--- config.mk ---
export PLATFORM = sky130hd
export DESIGN_NAME = uart_prog_loader
export DESIGN_NICKNAME = d
export VERILOG_FILES = /design/src/rtl/uart_prog_loader_pkg.sv /design/src/rtl/uart_prog_loader_uart_rx_byte.sv /design/src/rtl/uart_prog_loader.sv
export SDC_FILE = /design/constraint.sdc
export NUM_CORES = 1
export LEC_CHECK = 0
export BUFFER_PORTS_ARGS = -buffer_cell sky130_fd_sc_hd__buf_2
export CAP_MARGIN = 20
export CORE_AREA = 2 2 93 95
export CTS_BUF_LIST = sky130_fd_sc_hd__clkbuf_8
export DETAILED_ROUTE_END_ITERATION = 12
export DIE_AREA = 0 0 95 97
export PLACE_DENSITY_LB_ADDON = 0.25
export RECOVER_POWER = 50
export SLEW_MARGIN = 15
export SYNTH_ARGS = -nofsm -noshare
export SYNTH_HDL_FRONTEND = slang
export SYNTH_SLANG_ARGS = --single-unit
--- constraint.sdc ---
create_clock -name i_clock -period 3.45 [get_ports i_clock]
set_input_delay 0.345 -clock i_clock [delete_from_list [all_inputs] [get_ports i_clock]]
set_output_delay 0.345 -clock i_clock [all_outputs]
set_load 0.1 [all_outputs]
--- src/rtl/uart_prog_loader_pkg.sv ---
// Purpose: shared state encodings and default timing constant for the UART program loader.
// Latency: n/a (types and constants only).
// Backpressure: n/a.
package uart_prog_loader_pkg;

  // Bit period for a 10 MHz loader clock at 115200 baud.
  localparam int DEFAULT_CLKS_PER_BIT = 87;

  typedef enum logic [1:0] {
    RX_IDLE,
    RX_START,
    RX_DATA,
    RX_STOP
  } rx_state_t;

  typedef enum logic [1:0] {
    LD_WAIT,
    LD_LOAD_I,
    LD_LOAD_D,
    LD_FIN
  } ld_state_t;

endpackage

--- src/rtl/uart_prog_loader_uart_rx_byte.sv ---
// Purpose: 8N1 UART byte receiver with a 2-FF input synchronizer.
// Latency: byte_valid one cycle after the mid-stop-bit sample.
// Backpressure: none; a byte is presented for exactly one cycle.
// Ports: i_clock/i_rst (sync, active-high), i_rx (async serial, idles high),
//        o_byte_data (last good byte), o_byte_valid (1-cycle pulse),
//        o_stop_err (1-cycle pulse on a low stop bit).
module uart_rx_byte
  import uart_prog_loader_pkg::*;
#(
  parameter int CLKS_PER_BIT = DEFAULT_CLKS_PER_BIT
) (
  input  logic       i_clock,
  input  logic       i_rst,
  input  logic       i_rx,
  output logic [7:0] o_byte_data,
  output logic       o_byte_valid,
  output logic       o_stop_err
);

  localparam int CW = $clog2(CLKS_PER_BIT + 1);
  localparam logic [CW-1:0] HALF_M1 = CW'(CLKS_PER_BIT / 2 - 1);
  localparam logic [CW-1:0] FULL_M1 = CW'(CLKS_PER_BIT - 1);

  rx_state_t     r_state;
  logic          r_sync1;
  logic          r_sync2;
  logic [CW-1:0] r_cnt;
  logic [2:0]    r_bit_idx;
  logic [7:0]    r_shift;
  logic [7:0]    r_data;
  logic          r_valid;
  logic          r_stop_err;
  logic          w_rx;

  assign w_rx         = r_sync2;
  assign o_byte_data  = r_data;
  assign o_byte_valid = r_valid;
  assign o_stop_err   = r_stop_err;

  always_ff @(posedge i_clock) begin
    if (i_rst) begin
      r_sync1    <= 1'b1;
      r_sync2    <= 1'b1;
      r_state    <= RX_IDLE;
      r_cnt      <= '0;
      r_bit_idx  <= '0;
      r_shift    <= '0;
      r_data     <= '0;
      r_valid    <= 1'b0;
      r_stop_err <= 1'b0;
    end else begin
      r_sync1    <= i_rx;
      r_sync2    <= r_sync1;
      r_valid    <= 1'b0;
      r_stop_err <= 1'b0;
      case (r_state)
        RX_IDLE: begin
          r_cnt     <= '0;
          r_bit_idx <= '0;
          if (!w_rx) r_state <= RX_START;
        end
        RX_START: begin
          // Resample mid start bit; a high here was only a glitch.
          if (r_cnt == HALF_M1) begin
            r_cnt   <= '0;
            r_state <= w_rx ? RX_IDLE : RX_DATA;
          end else begin
            r_cnt <= r_cnt + 1'b1;
          end
        end
        RX_DATA: begin
          if (r_cnt == FULL_M1) begin
            r_cnt   <= '0;
            r_shift <= {w_rx, r_shift[7:1]};  // LSB arrives first
            if (r_bit_idx == 3'd7) r_state <= RX_STOP;
            else                   r_bit_idx <= r_bit_idx + 1'b1;
          end else begin
            r_cnt <= r_cnt + 1'b1;
          end
        end
        RX_STOP: begin
          // Back in IDLE half a bit early, so back-to-back frames are not lost.
          if (r_cnt == FULL_M1) begin
            r_cnt   <= '0;
            r_state <= RX_IDLE;
            if (w_rx) begin
              r_valid <= 1'b1;
              r_data  <= r_shift;
            end else begin
              r_stop_err <= 1'b1;
            end
          end else begin
            r_cnt <= r_cnt + 1'b1;
          end
        end
        default: r_state <= RX_IDLE;
      endcase
    end
  end

endmodule

--- src/rtl/uart_prog_loader.sv ---
// Purpose: loads a UART byte stream as big-endian words into IMEM then DMEM while holding the CPU.
// Latency: write strobe one cycle after the byte that completes a word.
// Backpressure: none; the UART stream is never stalled, bytes outside a load are dropped.
// Ports: i_clock/i_rst (sync, active-high), i_load_en (level, loader owns memories),
//        i_uart_rx (async serial), o_imem_we/o_dmem_we (1-cycle strobes),
//        o_mem_addr/o_mem_wdata (registered word address/data), o_cpu_hold,
//        o_done (sticky, DMEM full), o_frame_err (sticky, bad stop bit seen).
module uart_prog_loader
  import uart_prog_loader_pkg::*;
#(
  parameter int CLKS_PER_BIT = DEFAULT_CLKS_PER_BIT,
  parameter int IMEM_WORDS   = 16384,
  parameter int DMEM_WORDS   = 16384,
  parameter int ADDR_W       = 14
) (
  input  logic              i_clock,
  input  logic              i_rst,
  input  logic              i_load_en,
  input  logic              i_uart_rx,
  output logic              o_imem_we,
  output logic              o_dmem_we,
  output logic [ADDR_W-1:0] o_mem_addr,
  output logic [31:0]       o_mem_wdata,
  output logic              o_cpu_hold,
  output logic              o_done,
  output logic              o_frame_err
);

  localparam logic [ADDR_W-1:0] IMEM_LAST = ADDR_W'(IMEM_WORDS - 1);
  localparam logic [ADDR_W-1:0] DMEM_LAST = ADDR_W'(DMEM_WORDS - 1);

  ld_state_t         r_state;
  logic [1:0]        r_byte_cnt;
  logic [23:0]       r_partial;
  logic              r_imem_we;
  logic              r_dmem_we;
  logic [ADDR_W-1:0] r_addr;
  logic [31:0]       r_wdata;
  logic              r_cpu_hold;
  logic              r_done;
  logic              r_frame_err;

  logic [7:0]        w_byte_data;
  logic              w_byte_valid;
  logic              w_stop_err;

  uart_rx_byte #(
    .CLKS_PER_BIT(CLKS_PER_BIT)
  ) u_rx (
    .i_clock     (i_clock),
    .i_rst       (i_rst),
    .i_rx        (i_uart_rx),
    .o_byte_data (w_byte_data),
    .o_byte_valid(w_byte_valid),
    .o_stop_err  (w_stop_err)
  );

  assign o_imem_we   = r_imem_we;
  assign o_dmem_we   = r_dmem_we;
  assign o_mem_addr  = r_addr;
  assign o_mem_wdata = r_wdata;
  assign o_cpu_hold  = r_cpu_hold;
  assign o_done      = r_done;
  assign o_frame_err = r_frame_err;

  always_ff @(posedge i_clock) begin
    if (i_rst) begin
      r_state     <= LD_WAIT;
      r_byte_cnt  <= '0;
      r_partial   <= '0;
      r_imem_we   <= 1'b0;
      r_dmem_we   <= 1'b0;
      r_addr      <= '0;
      r_wdata     <= '0;
      r_cpu_hold  <= 1'b0;
      r_done      <= 1'b0;
      r_frame_err <= 1'b0;
    end else begin
      r_imem_we  <= 1'b0;
      r_dmem_we  <= 1'b0;
      // Lags the state by one cycle so the CPU is released only after the last strobe.
      r_cpu_hold <= (r_state == LD_LOAD_I) || (r_state == LD_LOAD_D);
      if (w_stop_err) r_frame_err <= 1'b1;

      // Address moves on once its strobe has been issued; each segment wraps to 0.
      if (r_imem_we) r_addr <= (r_addr == IMEM_LAST) ? '0 : r_addr + 1'b1;
      if (r_dmem_we) r_addr <= (r_addr == DMEM_LAST) ? '0 : r_addr + 1'b1;

      case (r_state)
        LD_WAIT: begin
          if (i_load_en) begin
            r_state     <= LD_LOAD_I;
            r_addr      <= '0;
            r_byte_cnt  <= '0;
            r_partial   <= '0;
            r_done      <= 1'b0;
            r_frame_err <= 1'b0;
          end
        end
        LD_LOAD_I, LD_LOAD_D: begin
          if (!i_load_en) begin
            r_state    <= LD_WAIT;
            r_byte_cnt <= '0;
            r_partial  <= '0;
          end else if (w_byte_valid) begin
            r_byte_cnt <= r_byte_cnt + 1'b1;
            r_partial  <= {r_partial[15:0], w_byte_data};
            if (r_byte_cnt == 2'd3) begin
              r_wdata <= {r_partial, w_byte_data};
              if (r_state == LD_LOAD_I) begin
                r_imem_we <= 1'b1;
                if (r_addr == IMEM_LAST) r_state <= LD_LOAD_D;
              end else begin
                r_dmem_we <= 1'b1;
                if (r_addr == DMEM_LAST) begin
                  r_done  <= 1'b1;
                  r_state <= LD_FIN;
                end
              end
            end
          end
        end
        LD_FIN: begin
          // Dropping load_en here lets a later rising edge start a fresh load.
          if (!i_load_en) r_state <= LD_WAIT;
        end
        default: r_state <= LD_WAIT;
      endcase
    end
  end

endmodule
==> run metrics, run 1 <==
synthesis-to-finish area growth=10.3%; GR Overflow Total=0; global-route wire length before repair=14000 µm; peak supply drop=204 µV; total number of vias=~3500; Unique masters post-synth=42; DRC viols=0; clock buffer count from CTS=9; Post-CTS Setup Bufs=0; DR pass1 iterations=5; final wirelength=8250 µm; commonest non-fill, non-tap cell in the layout=dfxtp_1; Switching Power=0.524 mW; Post-Syn Area per Cell=8.67 µm²; ant diodes=0; async set-or-reset flop fraction in the synthesized netlist=0%; status=complete, but fails checks; vias in the first global route=about 3200; Final Critical Period=2.32 ns; Total Nets Final=561; DR iter-0 viols=151; width of the die=95 µm; Final TNS setup=0 ns; Final Cycle Share=67.2%; sequential area share after synthesis=around half; # IOs=55; Post-Route Skew=0.0162 ns; Root Buffer=clkbuf_8; H-tree levels=3; crit path kind=reg -> reg; CORE AREA=8130 µm²; most frequent cells in the layout=111 x dfxtp_1, 102 x nand2_1, 64 x a21oi_1, 51 x clkbuf_1, 42 x nor2_1; Die Span Y=around 97 µm; CTS clk-pin slew, worst paths=0.10 ns; Reg area=around 2200 µm²; Least-Margin Pin Slew=1.71 ns; EDFF count, synth=0; static leakage=1.59 nW; HPWL Detailed=5440 µm; Sw Share=23.7%; required time of the critical path=between 3 and 4 ns; critical path arrival=2.59 ns; FMAX=0.431 GHz; clock sinks=around 110; hold buffer count at CTS=0; crit start category=flip-flop; Initial Utilization=a little over half; Int Pwr=1.69 mW; post-synthesis register bit count=111; Tot GR Track Use=18.5%; Hold Path Class=in -> reg; total of max-cap violations=1; crit end category=flip-flop; endpoints failing setup=0; Max-slew headroom=-14.0%; clk_lat worst skew=roughly 0.37 ns; Hold Fails Final Rpt=0; critical path peak fanout=27; power per cell area=458 nW/µm²; Yosys warning total=0; Syn Nets=519; # resized after CTS=0; Routed WL per cell=around 13 µm; gpl congestion=0.788; share of cells above drive strength 1=under 10%; PnR Total Power=2.21 mW; Cell Area, Synth=~4400 µm²; Mapped Cells=505; Top FF cell, synth=dfxtp_1; combinational share of power=5.4%; number of fill cells=733; ANT nets after route=0; CTS tree=built; Multi-input gate area=2000 µm²; register share of total power=58.4%; Final Max Slew Viols=92; IO buf count=54; die area=9220 µm²; RSZ-0062 raised after global routing=no; Clock power frac=between 30% and 40%; vias per cell=5.32; largest net degree at the start of global routing=92; antenna violations before repair=0; num rows=33; failing checks=capacitance limit, slew limit; Clock Path Buffers=2
## kinds of logic (layout without fill, tap and decap cells)
family / Yosys count / after routing / synth area share (%)
and+or+nand+nor: 223 / 223 / 23.8
DFF: 111 / 111 / 50.7
AOI/OAI and AO/OA: 91 / 91 / 12.0
buffers and inverters: 36 / 83 / 3.28
muxes: 19 / 19 / 4.34
xor gates and xnor gates: 15 / 15 / 3.00
adders and majority gates: 10 / 10 / 2.86
## metrics by stage
step                worst slack [ns]  instance area (µm²)  hold slack, ns  instances  utilization [%]
CTS                             1.15                 4910           0.143        657             60.4
global route                   0.956                 4830           0.146        657             59.4
finish                          1.13                 4830           0.151        657             59.4
floorplan                      0.992                 4380           0.389        505                -
global placement                1.25                 4710           0.400        641             57.9
detailed placement              1.18                 4710           0.396        641             57.9
## registers in the layout (all words and copies together), names as in the netlist, named ones only
| register | cells |
|---|---|
| o_cpu_hold | 1 |
| o_dmem_we | 1 |
| o_done | 1 |
| o_frame_err | 1 |
| o_imem_we | 1 |
| o_mem_addr | 14 |
| o_mem_wdata | 32 |
| r_byte_cnt | 2 |
| r_partial | 24 |
| r_state | 2 |
| u_rx.o_byte_data | 8 |
| u_rx.o_byte_valid | 1 |
| u_rx.o_stop_err | 1 |
| u_rx.r_bit_idx | 3 |
| u_rx.r_cnt | 7 |
| u_rx.r_shift | 8 |
| u_rx.r_state | 1 |
| u_rx.r_sync1 | 1 |
| u_rx.r_sync2 | 1 |
## final timing paths
check / start / end / slack [ns] / cells past startpoint
worst min-delay path: i_uart_rx / u_rx.r_sync1 / 0.15 / 2
worst max-delay path: r_state[0] / r_byte_cnt[0] / 1.13 / 6
worst min register to register: u_rx.r_sync1 / u_rx.r_sync2 / 0.42 / 1
worst max register to register: r_state[0] / r_byte_cnt[0] / 1.13 / 6
## cell type report
class	count	area share, %
clock buffers	11	3.13
clock inverters	5	1.17
inverters	8	0.621
multi-input cells	358	41.4
flip-flops and latches	111	46.0
well taps	105	2.72
repair buffers	59	5.00
## layer usage
| layer | vias to the layer above | share of wire (%) | global-route usage, % | routed length [µm] |
|---|---|---|---|---|
| met2 | 53 | 46 | 31.2 | 3830 |
| li1 | 1805 | - | - | - |
| met4 | 0 | 1.7 | 7.36 | 138 |
| met3 | 10 | 3.5 | 3.04 | 285 |
| met1 | 1625 | 48 | 23.5 | 4000 |
| met5 | - | 0 | 0 | 0 |
## critical path, cell delays in order, from the launching register on
cell and delay, ns:
dfxtp_1 0.43, inv_1 0.07, ha_1 0.37, nor2b_1 0.19
a211o_1 0.61, or3_1 0.42, a21oi_1 0.12
## power groups by stage
| stage | registers, mW | logic, mW | clock network [mW] |
|---|---|---|---|
| finish | 1.29 | 0.120 | 0.800 |
| global route | 1.30 | 0.131 | 0.869 |
| CTS | 1.29 | 0.122 | 0.811 |
| detailed placement | 1.32 | 0.121 | 0 |
| global placement | 1.32 | 0.119 | 0 |
| floorplan | 1.33 | 0.0926 | 0 |
## Yosys cell counts (all sizes together) (3+ instances only)
cell | n | area [µm²]
nand2 | 102 | 383
clkbuf | 20 | 75.1
or2 | 3 | 18.8
buf | 8 | 38.8
o211a | 3 | 30.0
nand3 | 33 | 165
and3 | 3 | 18.8
nor2 | 42 | 158
mux2i | 19 | 190
or3 | 5 | 31.3
a31oi | 3 | 18.8
o22ai | 4 | 25.0
nor4 | 6 | 67.6
dfxtp | 111 | 2220
nor3 | 8 | 40.0
ha | 10 | 125
inv | 8 | 30.0
a21oi | 64 | 320
nand2b | 6 | 37.5
o21ai | 5 | 25.0
nor2b | 6 | 37.5
xor2 | 7 | 61.3
xnor2 | 8 | 70.1
Note: power is estimated with default switching activity, not from simulation.
==> run 2: changes to the inputs <==
--- a/config.mk
+++ b/config.mk
@@ -7,10 +7,10 @@
 export LEC_CHECK = 0
 export BUFFER_PORTS_ARGS = -buffer_cell sky130_fd_sc_hd__buf_2
 export CAP_MARGIN = 20
-export CORE_AREA = 2 2 93 95
+export CORE_AREA = 2 2 94 96
 export CTS_BUF_LIST = sky130_fd_sc_hd__clkbuf_8
 export DETAILED_ROUTE_END_ITERATION = 12
-export DIE_AREA = 0 0 95 97
+export DIE_AREA = 0 0 96 98
 export PLACE_DENSITY_LB_ADDON = 0.25
 export RECOVER_POWER = 50
 export SLEW_MARGIN = 15
==> constraint.sdc (replaced) <==
create_clock -name i_clock -period 2 [get_ports i_clock]
set_input_delay 0.2 -clock i_clock [delete_from_list [all_inputs] [get_ports i_clock]]
set_output_delay 0.2 -clock i_clock [all_outputs]
set_load 0.1 [all_outputs]
==> run 2 against run 1 <==
Compared with the run above:
- the flow now finishes without violations
- core utilization is 0.29 points lower
- setup slack worse by 0.98 ns
- hold slack worse by 0.13 ns
- final area up 3.6%
- clock-buffer cell count shrank 1
==> run metrics, run 2 (synthesis results as in run 1) <==
CORE AREA=8470 µm² (+4.1%); peak supply drop=393 µV (+92%); CTS tree=built; Final TNS setup=0 ns (unchanged); Initial Utilization=51.7% (-2.1 points); H-tree levels=3 (unchanged); gpl congestion=0.832 (+5.7%); hold buffer count at CTS=0 (unchanged); total number of vias=3513 (+0.57%); status=complete, no violations; CP top delay family=compound AO/OA/AOI/OAI gates; Clock Path Buffers=2 (unchanged); commonest non-fill, non-tap cell in the layout=nand2_1; synthesis-to-finish area growth=14.3%; Max-slew headroom=55.2% (+69 points); largest stage delay on the critical path=0.40 ns (-0.21 ns); die area=9410 µm² (+2.1%); # IOs=55 (unchanged); # resized after CTS=0 (unchanged); total of max-cap violations=0 (-1); final core utilization=59.1% (-0.29 points); FMAX=0.541 GHz (+25%); DR iter-0 viols=187 (+24%); Post-CTS Setup Bufs=0 (unchanged); critical path arrival=2.13 ns (-0.46 ns); clock buffer count from CTS=9 (unchanged); largest net degree at the start of global routing=80 (-13%); crit path kind=reg -> reg; Least-Margin Pin Slew=0.672 ns (-1.04 ns); Final Cycle Share=92.4% (+25 points); ant diodes=0 (unchanged); Total Nets Final=568 (+1.2%); critical path peak fanout=25 (-7.4%); crit end category=flip-flop; final wirelength=8620 µm (+4.5%); Final Max Slew Viols=0 (-100%); most frequent cells in the layout=102 x nand2_1, 97 x dfxtp_1, 64 x a21oi_1, 53 x clkbuf_2, 42 x nor2_1; Hold Path Class=in -> reg; crit start category=flip-flop; Routed WL per cell=12.9 µm (+3.0%); global-route wire length before repair=14800 µm (+5.8%); power per cell area=775 nW/µm² (+69%); clock sinks=111 (unchanged); RSZ-0062 raised after global routing=no; Final Critical Period=1.85 ns (-0.469 ns); max reg flops=32 (unchanged); required time of the critical path=2.28 ns (-1.44 ns); Die Span Y=98 µm (+1.0%); width of the die=96 µm (+1.1%); Hold Fails Final Rpt=0 (unchanged); Root Buffer=clkbuf_8; static leakage=1.84 nW (+16%); GR Overflow Total=0 (unchanged); hold slack=0.0194 ns (-0.132 ns); number of fill cells=793 (+8.2%); num rows=34 (+3.0%); Tot GR Track Use=19.3% (+0.74 points); ANT nets after route=0 (unchanged); crit-path cells=inv_1 -> ha_1 -> nor2b_1 -> a211oi_2 -> buf_12 -> nand3_1 -> a21oi_1; vias per cell=5.27 (-0.94%); vias in the first global route=3277 (+1.5%); crit path buf inv count=2 (+1); HPWL Detailed=5800 µm (+6.5%); endpoints failing setup=0 (unchanged); PnR Total Power=3.88 mW (+75%); Inst Count DP=651 (+1.6%); clk_lat worst skew=0.36 ns (about the same); CTS clk-pin slew, worst paths=0.10 ns (about the same); IO buf count=54 (unchanged); DRC viols=0 (unchanged); Slowest-stage cell, CP=dfxtp_1; Post-Route Skew=0.0168 ns (+0.000513 ns); DR pass1 iterations=4 (-1); Non-Filler Instances=667 (+1.5%); share of cells above drive strength 1=18.1% (+12 points); antenna violations before repair=0 (unchanged)
run 2: final cells by class:
class                           count  area, µm²  area share, %
Sequential cell                   111       2240           44.8
Multi-Input combinational cell    358       1980           39.6
Timing Repair Buffer               66        400           8.00
Clock buffer                       10        138           2.75
Tap cell                          108        135           2.70
Clock inverter                      6       75.1           1.50
Inverter                            8       30.0          0.600
run 2: path summary, 6_finish.rpt:
| check | startpoint | endpoint | slack, ns | cells past startpoint |
|---|---|---|---|---|
| worst max register to register | r_state[1] | r_partial[23] | 0.15 | 7 |
| worst min-delay path | i_uart_rx | u_rx.r_sync1 | 0.02 | 2 |
| worst max-delay path | r_state[1] | r_partial[23] | 0.15 | 7 |
| worst min register to register | u_rx.r_sync1 | u_rx.r_sync2 | 0.41 | 1 |
run 2: worst reg2reg max path: stages (launching register included):
cell	delay, ns
dfxtp_1	0.40
inv_1	0.09
ha_1	0.35
nor2b_1	0.19
a211oi_2	0.28
buf_12	0.21
nand3_1	0.11
a21oi_1	0.15
run 2: power breakdown:
part / switching, mW / internal, mW
Combinational: 0.170 / 0.0751
Clock: 0.771 / 0.634
Sequential: 0.00853 / 2.22
Total: 0.950 / 2.93
run 2: metrics by stage:
| stage | instance area (µm²) | worst slack, ns |
|---|---|---|
| 3_3_place_gp | 4840 | 0.252 |
| 6_report | 5000 | 0.151 |
| 5_1_grt | 5000 | 0.00902 |
| 2_1_floorplan | 4400 | 0.0303 |
| 4_1_cts | 5050 | 0.103 |
| 3_5_place_dp | 4840 | 0.146 |
run 2: per-layer routing:
layer	wire length, µm	share of wire [%]	GRT usage (%)
met5	0	0	0
met4	121	1.4	6.37
met1	4100	48	25.7
met3	216	2.5	3.55
met2	4180	48	31.3
==> run 3: changes to the inputs <==
--- a/config.mk
+++ b/config.mk
@@ -11,6 +11,7 @@
 export CTS_BUF_LIST = sky130_fd_sc_hd__clkbuf_8
 export DETAILED_ROUTE_END_ITERATION = 12
 export DIE_AREA = 0 0 96 98
+export GPL_TIMING_DRIVEN = 0
 export PLACE_DENSITY_LB_ADDON = 0.25
 export RECOVER_POWER = 50
 export SLEW_MARGIN = 15
==> run 3 against run 2 <==
Compared with the run above:
- sequential cell count is the same
- register-to-register slack worse by 0.02 ns
- largest power group unchanged
- critical path type unchanged
- die area is the same
==> run metrics, run 3 (synthesis results as in run 1) <==
Non-Filler Instances=683 (+2.4%); num rows=34 (unchanged); Slowest-stage cell, CP=a211o_2; CTS clk-pin slew, worst paths=0.10 ns (about the same); die area=9410 µm² (unchanged); number of fill cells=765 (-3.5%); Root Buffer=clkbuf_8; commonest non-fill, non-tap cell in the layout=nand2_1; power per cell area=754 nW/µm² (-2.7%); crit-path cells=inv_1 -> ha_4 -> nor2b_2 -> a211o_2 -> or3_1 -> a21oi_1; largest stage delay on the critical path=0.41 ns (about the same); status=complete, no violations; DR pass1 iterations=4 (unchanged); crit path buf inv count=1 (-1); crit path kind=reg -> reg; final core utilization=60.1% (+0.95 points); Final TNS setup=0 ns (unchanged); Post-Route Skew=0.0188 ns (+0.00205 ns); DR iter-0 viols=108 (-42%); HPWL Detailed=6390 µm (+10%); Routed WL per cell=12.8 µm (-0.70%); Final Critical Period=1.87 ns (+0.0228 ns); total number of vias=3573 (+1.7%); Final Max Slew Viols=0 (unchanged); Initial Utilization=51.7% (unchanged); PnR Total Power=3.83 mW (-1.1%); clock sinks=111 (unchanged); Die Span Y=98 µm (unchanged); Int Pwr=2.89 mW (-1.4%); critical path arrival=2.16 ns (+0.03 ns); vias in the first global route=3321 (+1.3%); max reg flops=32 (unchanged); static leakage=1.88 nW (+1.7%); share of cells above drive strength 1=19.8% (+1.8 points); final wirelength=8770 µm (+1.7%); CTS tree=built; ANT nets after route=0 (unchanged); Clock power frac=35.3% (-1.0 points); Sw Share=24.7% (+0.24 points); gpl congestion=0.827 (-0.65%); Cell Area, Placed=4800 µm² (-0.65%); CP top delay family=compound AO/OA/AOI/OAI gates; clk_lat worst skew=0.37 ns (about the same); most frequent cells in the layout=102 x nand2_1, 94 x dfxtp_1, 64 x a21oi_1, 54 x clkbuf_2, 42 x nor2_1; Total Nets Final=584 (+2.8%); GR Overflow Total=0 (unchanged); Switching Power=0.948 mW (-0.15%); clock buffer count from CTS=9 (unchanged); endpoints failing setup=0 (unchanged); Final Instance Area=5080 µm² (+1.6%); width of the die=96 µm (unchanged); crit end category=flip-flop; Reg area=2250 µm² (+0.28%); # IOs=55 (unchanged); critical path peak fanout=9 (-64%); FMAX=0.534 GHz (-1.2%); ant diodes=0 (unchanged); vias per cell=5.23 (-0.67%); register share of total power=58.1% (+0.7 points); peak supply drop=399 µV (+1.5%); Tot GR Track Use=19.7% (+0.39 points); Max-slew headroom=50.4% (-4.8 points); DRC viols=0 (unchanged); total of max-cap violations=0 (unchanged); Least-Margin Pin Slew=0.738 ns (+0.0658 ns); largest net degree at the start of global routing=20 (-75%); Hold Fails Final Rpt=0 (unchanged); synthesis-to-finish area growth=16.1%; global-route wire length before repair=14900 µm (+0.37%); Multi-input gate area=2050 µm² (+3.3%); Clock Path Buffers=2 (unchanged); required time of the critical path=2.29 ns (about the same); combinational share of power=6.6% (+0.3 points); Final Cycle Share=93.6% (+1.1 points); Inst Count DP=666 (+2.3%); crit start category=flip-flop; RSZ-0062 raised after global routing=no; Hold Path Class=in -> reg; antenna violations before repair=0 (unchanged); CORE AREA=8470 µm² (unchanged); H-tree levels=3 (unchanged); IO buf count=53 (-1.9%)
## run 3: cell types whose count changed in the layout (fill, tap and decap cells not counted), moves of 3 or more
| cell | delta |
|---|---|
| clkbuf_1 | +11 |
| buf_2 | +6 |
| buf_12 | -4 |
| dfxtp_1 | -3 |
## run 3: per-stage QoR
step	setup WS, ns	hold slack [ns]
floorplan	0.0303	0.304
global placement	-0.232	0.383
detailed placement	-0.298	0.387
CTS	0.00970	0.205
global route	0.0202	0.234
finish	0.128	0.217
## run 3: layout make-up
cell class              instances  area share [%]
multi-input cells             358            40.3
repair buffers                 55            5.49
well taps                     108            2.66
clock buffers                   9            2.44
flip-flops and latches        111            44.2
clock inverters                 7            1.55
inverters                       8           0.591
plain buffers                  27            2.73
## run 3: timing repair
| action | 4_1_cts | 5_1_grt |
|---|---|---|
| hold endpoints to repair | 1 | 0 |
| endpoints found under the setup margin | 53 | 66 |
| gates resized for setup | 14 | 12 |
| pin swaps | 1 | 1 |
| setup buffers | 1 | 0 |
| hold buffers | 1 | 0 |
## run 3: power by group through the flow
stage | Clock (mW) | Combinational [mW] | Sequential, mW
final | 1.35 | 0.251 | 2.23
after global routing | 1.49 | 0.275 | 2.23
after CTS | 1.40 | 0.241 | 2.23
after detailed placement | 0 | 0.226 | 2.28
after global placement | 0 | 0.223 | 2.28
after floorplan | 0 | 0.160 | 2.29
## run 3: final timing paths
check | from | end | slack (ns) | cells past startpoint
setup / recovery | r_state[0] | r_byte_cnt[0] | 0.13 | 6
hold / removal | i_rst | o_mem_addr[12] | 0.22 | 3
setup reg to reg | r_state[0] | r_byte_cnt[0] | 0.13 | 6
hold reg to reg | u_rx.r_sync1 | u_rx.r_sync2 | 0.42 | 1
## run 3: tightest hold or removal path: cells and delay by family
| kind | cells | cell delay [ns] |
|---|---|---|
| AOI/OAI and AO/OA | 1 | 0.20 |
| buffers and inverters | 1 | 0.09 |
| and+or+nand+nor | 1 | 0.07 |
## run 3: layer usage
layer  wire [µm]  part of all wire, %  up-vias  track usage (%)
met5           0                    0        -                0
met4         135                  1.5        0             7.80
met3         229                  2.6       11             3.32
met2        4240                   48       52             31.0
met1        4170                   48     1663             26.7
li1            -                    -     1847                -
